File: config.mk
export PLATFORM = sky130hd
export DESIGN_NAME = tarot_spread_sequencer
export DESIGN_NICKNAME = d
export VERILOG_FILES = /design/src/rtl/tarot_pkg.sv /design/src/rtl/tarot_card_map.sv /design/src/rtl/tarot_spread_sequencer.sv
export SDC_FILE = /design/constraint.sdc
export NUM_CORES = 1
export LEC_CHECK = 0
export CELL_PAD_IN_SITES_DETAIL_PLACEMENT = 1
export CELL_PAD_IN_SITES_GLOBAL_PLACEMENT = 1
export CORE_MARGIN = 2
export CORE_UTILIZATION = 40
export DETAILED_ROUTE_END_ITERATION = 10
export PLACE_DENSITY = 0.89
export SLEW_MARGIN = 20
export SYNTH_ARGS = -nofsm -noshare
export SYNTH_HDL_FRONTEND = slang
export SYNTH_SLANG_ARGS = --single-unit
export TNS_END_PERCENT = 30
File: constraint.sdc
create_clock -name clk -period 6 [get_ports clk]
set_input_delay 1.2 -clock clk [delete_from_list [all_inputs] [get_ports clk]]
set_output_delay 1.2 -clock clk [all_outputs]
set_load 0.02 [all_outputs]
File: src/rtl/tarot_pkg.sv
// Shared definitions for the tarot spread sequencer: deck geometry,
// orientation bit position and the sequencer state encoding.
package tarot_pkg;

  localparam int DECK_SIZE = 78;
  localparam int REV_BIT   = 16;

  typedef enum logic [2:0] {
    S_IDLE    = 3'd0,
    S_LAUNCH  = 3'd1,
    S_RELEASE = 3'd2,
    S_EVAL    = 3'd3,
    S_EMIT    = 3'd4,
    S_FINISH  = 3'd5
  } state_t;

endpackage

File: src/rtl/tarot_card_map.sv
// Combinational card mapping: scales the upper half of a Q1.31 PRNG word
// onto the deck, and finds the lowest card not yet dealt.
module tarot_card_map
  import tarot_pkg::*;
(
  input  logic [15:0]          i_x_hi,
  input  logic [DECK_SIZE-1:0] i_mask,
  output logic [6:0]           o_idx,
  output logic [6:0]           o_free_idx
);

  logic [22:0] w_prod;

  // Scale a 16-bit fraction by the deck size; the integer part is the card.
  always_comb begin
    w_prod = {7'd0, i_x_hi} * 23'd78;
    o_idx  = w_prod[22:16];
  end

  // Lowest clear mask bit; scanning downward lets the lowest index win.
  always_comb begin
    o_free_idx = 7'd0;
    for (int i = DECK_SIZE - 1; i >= 0; i--) begin
      if (!i_mask[i]) begin
        o_free_idx = 7'(i);
      end else begin
        o_free_idx = o_free_idx;
      end
    end
  end

endmodule

File: src/rtl/tarot_spread_sequencer.sv
// Deals a spread of distinct tarot cards by sequencing the shared PRNG,
// rejecting duplicates by re-seeding and streaming cards over valid/ready.
module tarot_spread_sequencer
  import tarot_pkg::*;
#(
  parameter int MAX_CARDS      = 10,
  parameter int MAX_RETRY      = 15,
  parameter int TIMEOUT_CYCLES = 1024
) (
  input  logic        clk,
  input  logic        rst,
  input  logic        draw_req,
  input  logic [3:0]  draw_count,
  input  logic [15:0] seed_q16,
  input  logic [31:0] fingerprint_mean,
  output logic        prng_start,
  output logic [15:0] prng_seed_q16,
  output logic [31:0] prng_fingerprint_mean,
  input  logic [31:0] prng_x,
  input  logic [31:0] prng_y,
  input  logic        prng_done,
  output logic        card_valid,
  input  logic        card_ready,
  output logic [6:0]  card_idx,
  output logic        card_reversed,
  output logic [3:0]  card_pos,
  output logic        busy,
  output logic        spread_done,
  output logic        retry_exhausted,
  output logic        prng_timeout
);

  localparam int TMO_W = $clog2(TIMEOUT_CYCLES + 1);

  state_t               r_state;
  state_t               w_next;
  logic [3:0]           r_count;
  logic [3:0]           r_pos;
  logic [3:0]           r_retry;
  logic [DECK_SIZE-1:0] r_mask;
  logic [15:0]          r_seed;
  logic [31:0]          r_fp;
  logic [15:0]          r_x_hi;
  logic                 r_y_rev;
  logic [TMO_W-1:0]     r_tmo;
  logic [6:0]           r_card_idx;
  logic                 r_card_rev;
  logic                 r_retry_exh;
  logic                 r_timeout;

  logic [6:0]           w_map_idx;
  logic [6:0]           w_free_idx;
  logic [3:0]           w_count_clamp;
  logic [3:0]           w_pos_new;
  logic [3:0]           w_retry_new;
  logic                 w_dup;
  logic                 w_can_retry;
  logic                 w_tmo_hit;

  tarot_card_map u_map (
    .i_x_hi     (r_x_hi),
    .i_mask     (r_mask),
    .o_idx      (w_map_idx),
    .o_free_idx (w_free_idx)
  );

  // Shared decode terms for the FSM and datapath.
  always_comb begin
    w_count_clamp = (draw_count > 4'(MAX_CARDS)) ? 4'(MAX_CARDS) : draw_count;
    w_pos_new     = r_pos + 4'd1;
    w_retry_new   = r_retry + 4'd1;
    w_dup         = r_mask[w_map_idx];
    w_can_retry   = (r_retry < 4'(MAX_RETRY));
    w_tmo_hit     = (r_tmo == TMO_W'(TIMEOUT_CYCLES - 1));
  end

  // State register.
  always_ff @(posedge clk) begin
    if (rst) begin
      r_state <= S_IDLE;
    end else begin
      r_state <= w_next;
    end
  end

  // Next-state logic; done takes priority over a coincident timeout.
  always_comb begin
    w_next = r_state;
    case (r_state)
      S_IDLE: begin
        if (draw_req) begin
          w_next = (w_count_clamp == 4'd0) ? S_FINISH : S_LAUNCH;
        end else begin
          w_next = S_IDLE;
        end
      end
      S_LAUNCH: begin
        if (prng_done)      w_next = S_RELEASE;
        else if (w_tmo_hit) w_next = S_FINISH;
        else                w_next = S_LAUNCH;
      end
      S_RELEASE: begin
        if (!prng_done)     w_next = S_EVAL;
        else if (w_tmo_hit) w_next = S_FINISH;
        else                w_next = S_RELEASE;
      end
      S_EVAL: begin
        if (w_dup && w_can_retry) w_next = S_LAUNCH;
        else                      w_next = S_EMIT;
      end
      S_EMIT: begin
        if (card_ready) begin
          w_next = (w_pos_new == r_count) ? S_FINISH : S_LAUNCH;
        end else begin
          w_next = S_EMIT;
        end
      end
      S_FINISH: w_next = S_IDLE;
      default:  w_next = S_IDLE;
    endcase
  end

  // Timeout counter runs across LAUNCH and RELEASE of one transaction.
  always_ff @(posedge clk) begin
    if (rst) begin
      r_tmo <= '0;
    end else if (r_state == S_LAUNCH || r_state == S_RELEASE) begin
      r_tmo <= r_tmo + TMO_W'(1);
    end else begin
      r_tmo <= '0;
    end
  end

  // Spread datapath: latched request, PRNG capture, dealt mask and card.
  always_ff @(posedge clk) begin
    if (rst) begin
      r_count     <= 4'd0;
      r_pos       <= 4'd0;
      r_retry     <= 4'd0;
      r_mask      <= '0;
      r_seed      <= 16'd0;
      r_fp        <= 32'd0;
      r_x_hi      <= 16'd0;
      r_y_rev     <= 1'b0;
      r_card_idx  <= 7'd0;
      r_card_rev  <= 1'b0;
      r_retry_exh <= 1'b0;
      r_timeout   <= 1'b0;
    end else begin
      case (r_state)
        S_IDLE: begin
          if (draw_req) begin
            r_count     <= w_count_clamp;
            r_fp        <= fingerprint_mean;
            r_seed      <= seed_q16;
            r_mask      <= '0;
            r_pos       <= 4'd0;
            r_retry     <= 4'd0;
            r_retry_exh <= 1'b0;
            r_timeout   <= 1'b0;
          end
        end
        S_LAUNCH: begin
          if (prng_done) begin
            r_x_hi  <= prng_x[31:16];
            r_y_rev <= prng_y[REV_BIT];
          end else if (w_tmo_hit) begin
            r_timeout <= 1'b1;
          end
        end
        S_RELEASE: begin
          if (prng_done && w_tmo_hit) begin
            r_timeout <= 1'b1;
          end
        end
        S_EVAL: begin
          r_card_rev <= r_y_rev;
          if (!w_dup) begin
            r_mask[w_map_idx] <= 1'b1;
            r_card_idx        <= w_map_idx;
          end else if (w_can_retry) begin
            r_retry <= w_retry_new;
            r_seed  <= r_x_hi ^ {12'd0, w_retry_new};
          end else begin
            r_mask[w_free_idx] <= 1'b1;
            r_card_idx         <= w_free_idx;
            r_retry_exh        <= 1'b1;
          end
        end
        S_EMIT: begin
          if (card_ready) begin
            r_pos   <= w_pos_new;
            r_retry <= 4'd0;
            r_seed  <= r_x_hi ^ {12'd0, w_pos_new};
          end
        end
        default: begin
          r_count <= r_count;
        end
      endcase
    end
  end

  // Output decode from the state register and datapath registers.
  always_comb begin
    prng_start            = (r_state == S_LAUNCH);
    card_valid            = (r_state == S_EMIT);
    spread_done           = (r_state == S_FINISH);
    busy                  = (r_state == S_LAUNCH) || (r_state == S_RELEASE) ||
                            (r_state == S_EVAL)   || (r_state == S_EMIT);
    prng_seed_q16         = r_seed;
    prng_fingerprint_mean = r_fp;
    card_idx              = r_card_idx;
    card_reversed         = r_card_rev;
    card_pos              = r_pos;
    retry_exhausted       = r_retry_exh;
    prng_timeout          = r_timeout;
  end

endmodule

==> summary.md <==
| Metric | Value |
|---|---|
| Tcrit/Tclk final | `0.987` |
| Initial antenna violation count | `0` |
| Multi-input gate area | `7520 sq um` |
| Slew margin rel. | `0.292` |
| Most frequent cells in the layout | `nand2_1 (233), dfxtp_1 (173), a21oi_1 (143)` |
| Die footprint | `30,500 sq um` |
| Htree depth | `4` |
| Longest Clk Path Bufs | `2` |
| Worst-path fanout max | `9` |
| Filler Cell Count | `3,500` |
| Synthesized area | `11,700 sq um` |
| Die X-Extent | `175 um` |
| Worst Reg-to-Reg Cells | `21` |
| Mapped Avg Cell Area | `7.78 sq um` |
| P per Cell Area | `235 nW/um^2` |
| Worst slew pin tran | `1.05 ns` |
| Final slew viol count | `0` |
| Worst EP required | `6.32 ns` |
| Post-synthesis async set-or-reset flop share | `0` |
| Status | `complete, no violations` |
| Cell Count, Final, Fillers Out | `2,047` |
| Synth Instances | `1,499` |
| Diodes inserted | `0` |
| Routed len/inst | `25.2 um` |
| Post-route cell area | `14,600 sq um` |
| Placed Cells | `2,006` |
| CP Capture Type | `flip-flop` |
| Core Rows | `62` |
| Crit path DAT | `6.24 ns` |
| Hold Path Stages | `2` |
| Initial core utilization | `0.406` |
| DRT Pass-1 Iters | `6` |
| Port Buffers | `139` |
| Die Y | `175 um` |
| DRC Markers | `0` |
| Vias in the first global route | `13,700` |
| Worst Skew | `0.0218 ns` |
| I/O pin total | `187` |
| Root buf cell | `clkbuf_16` |
| Syn_nets | `1,684` |
| Initial DRC count | `1,542` |
| Register Area | `3590 sq um` |
| Register area share after synthesis | `0.307` |
| Finish-stage setup viols | `0` |
| Share of layout cells above drive strength 1 | `0.0962` |
| Final core utilization | `0.508` |
| Yosys warnings | `0` |
| Commonest non-fill, non-tap cell in the layout | `nand2_1` |
| Total gr overflow | `0` |
| Clock sinks | `179` |
| DP HPWL | `36.5 mm` |
| Worst VDD drop | `150 uV` |
| Pin count of the biggest net entering global routing | `76` |
| Cts bufs inserted | `17` |
| Reg2Reg Setup Slack | `0.08 ns` |
| First-pass GRT wire length | `79.8 mm` |
| Worst setup SP type | `flip-flop` |
| Distinct cell type count after synthesis | `85` |
| Hold Violations, Final | `0` |
| Core ar. | `28,700 sq um` |
| CTS tree | `done` |
| Number of synthesized flops with an enable pin | `0` |
| Fin nets | `1,835` |
| DP Area | `13,800 sq um` |
| Leakage | `0.00539 uW` |
| GRT Total Usage | `0.333` |
| Via density | `6.56` |
| GPL Wtd Cong | `0.998` |
| CTS Hold Buffers Added | `0` |
| Top FF cell, synth | `dfxtp_1` |
| Area growth, synth to finish | `24.9%` |
| Post-route minimum period | `5.92 ns` |
| Via count | `13,400` |
| Worst min-delay path category | `reg -> reg` |
| Max Cap Viol | `0` |
| Synth Register Bits | `179` |
| Total Wirelength | `51.6 mm` |
| Overall power | `3420 uW` |
| Post-Route Setup TNS | `0 ns` |
| Clk Latency, worst-skew pair | `0.46 ns` |
| Worst-path clk slew | `0.09 ns` |
| Post-route ant nets | `0` |
| WS Path Type | `reg -> reg` |
| Fmax | `169 MHz` |
-- state kept, by name, indices dropped and copies added (netlist names) --
register,cells
r_y_rev,1
card_pos,4
card_idx,7
r_retry,4
r_x_hi,16
prng_timeout,1
prng_fingerprint_mean,32
r_mask,78
retry_exhausted,1
r_tmo,11
prng_seed_q16,16
card_reversed,1
r_state,3
r_count,4
-- worst paths after layout --
check,endpoint,from
worst min-delay path,prng_fingerprint_mean[0]$_SDFFE_PP0P_,prng_fingerprint_mean[0]$_SDFFE_PP0P_
worst min register to register,prng_fingerprint_mean[0]$_SDFFE_PP0P_,prng_fingerprint_mean[0]$_SDFFE_PP0P_
worst max-delay path,prng_seed_q16[2]$_SDFFE_PP0P_,r_x_hi[8]$_SDFFE_PP0P_
worst max register to register,prng_seed_q16[2]$_SDFFE_PP0P_,r_x_hi[8]$_SDFFE_PP0P_
-- repair_timing --
item	CTS	global route
buffers inserted	0	9
resized for setup	1	21
cloned	0	0
endpoints found under the setup margin	8	106
pin swaps	0	7
-- worst max-delay path: stages, from the launching register on --
cell	delay (ns)
dfxtp_1	0.44
buf_4	0.19
fa_1	0.42
ha_1	0.28
inv_1	0.05
fa_1	0.53
inv_1	0.04
ha_1	0.35
a2111oi_4	0.38
buf_4	0.21
nor2_4	0.08
nor4_4	0.44
nor2_1	0.13
buf_4	0.20
a22oi_1	0.18
o2111ai_1	0.27
a31oi_4	0.43
buf_4	0.21
o31a_2	0.23
nor2_1	0.07
buf_4	0.21
o31ai_1	0.40
-- power by group --
part / internal [uW] / switching (uW)
Combinational: 381 / 601
Clock: 563 / 610
Sequential: 1230 / 37.7
-- metrics by stage --
stage                     worst slack (ns)  hold WS, ns
final                               0.0777        0.455
after global routing                -0.105        0.481
after CTS                           0.0327        0.460
after detailed placement            0.0778        0.450
after global placement               0.351        0.441
after floorplan                      0.747        0.430
-- layout make-up --
class / count / share of cell area
Sequential cell: 179 / 0.246
Inverter: 87 / 0.0224
Timing Repair Buffer: 217 / 0.141
Multi-Input combinational cell: 1148 / 0.516
Clock inverter: 14 / 0.0113
Tap cell: 384 / 0.0330
Clock buffer: 18 / 0.0295
-- metal layers --
layer  wire [um]  vias up  track usage
met4        2430        0        0.147
li1            -     5849            -
met3        5550      200       0.0962
met2       23900      841        0.543
met1       19700     6545        0.408
met5           0        -            0
-- logic make-up after synthesis --
logic type,after synthesis,synth area share
xor gates and xnor gates,20,0.0150
and+or+nand+nor,560,0.230
adders and majority gates,64,0.0854
DFF,179,0.307
AOI/OAI and AO/OA,486,0.289
buffers and inverters,172,0.0580
muxes,18,0.0156
-- synth_stat cells (11+ instances only) --
cell,count,area share
nand3_1,61,0.026
fa_1,26,0.045
o22ai_1,12,0.0064
o32a_1,25,0.021
a31oi_1,24,0.013
ha_1,38,0.041
o211ai_1,14,0.0090
nand2_1,233,0.075
o21ai_0,60,0.026
or3_1,22,0.012
nor4_1,17,0.0091
nor2_1,87,0.028
and3_1,19,0.010
buf_2,19,0.0082
a221oi_1,11,0.0083
inv_1,85,0.027
clkbuf_1,58,0.019
and2_1,12,0.0064
nand4_1,40,0.021
o21ai_1,27,0.012
mux2i_1,17,0.015
o31ai_1,29,0.019
a21oi_1,143,0.061
nor3_1,27,0.012
o311a_1,24,0.021
dfxtp_1,179,0.31
Note: power is estimated with default switching activity, not from simulation.
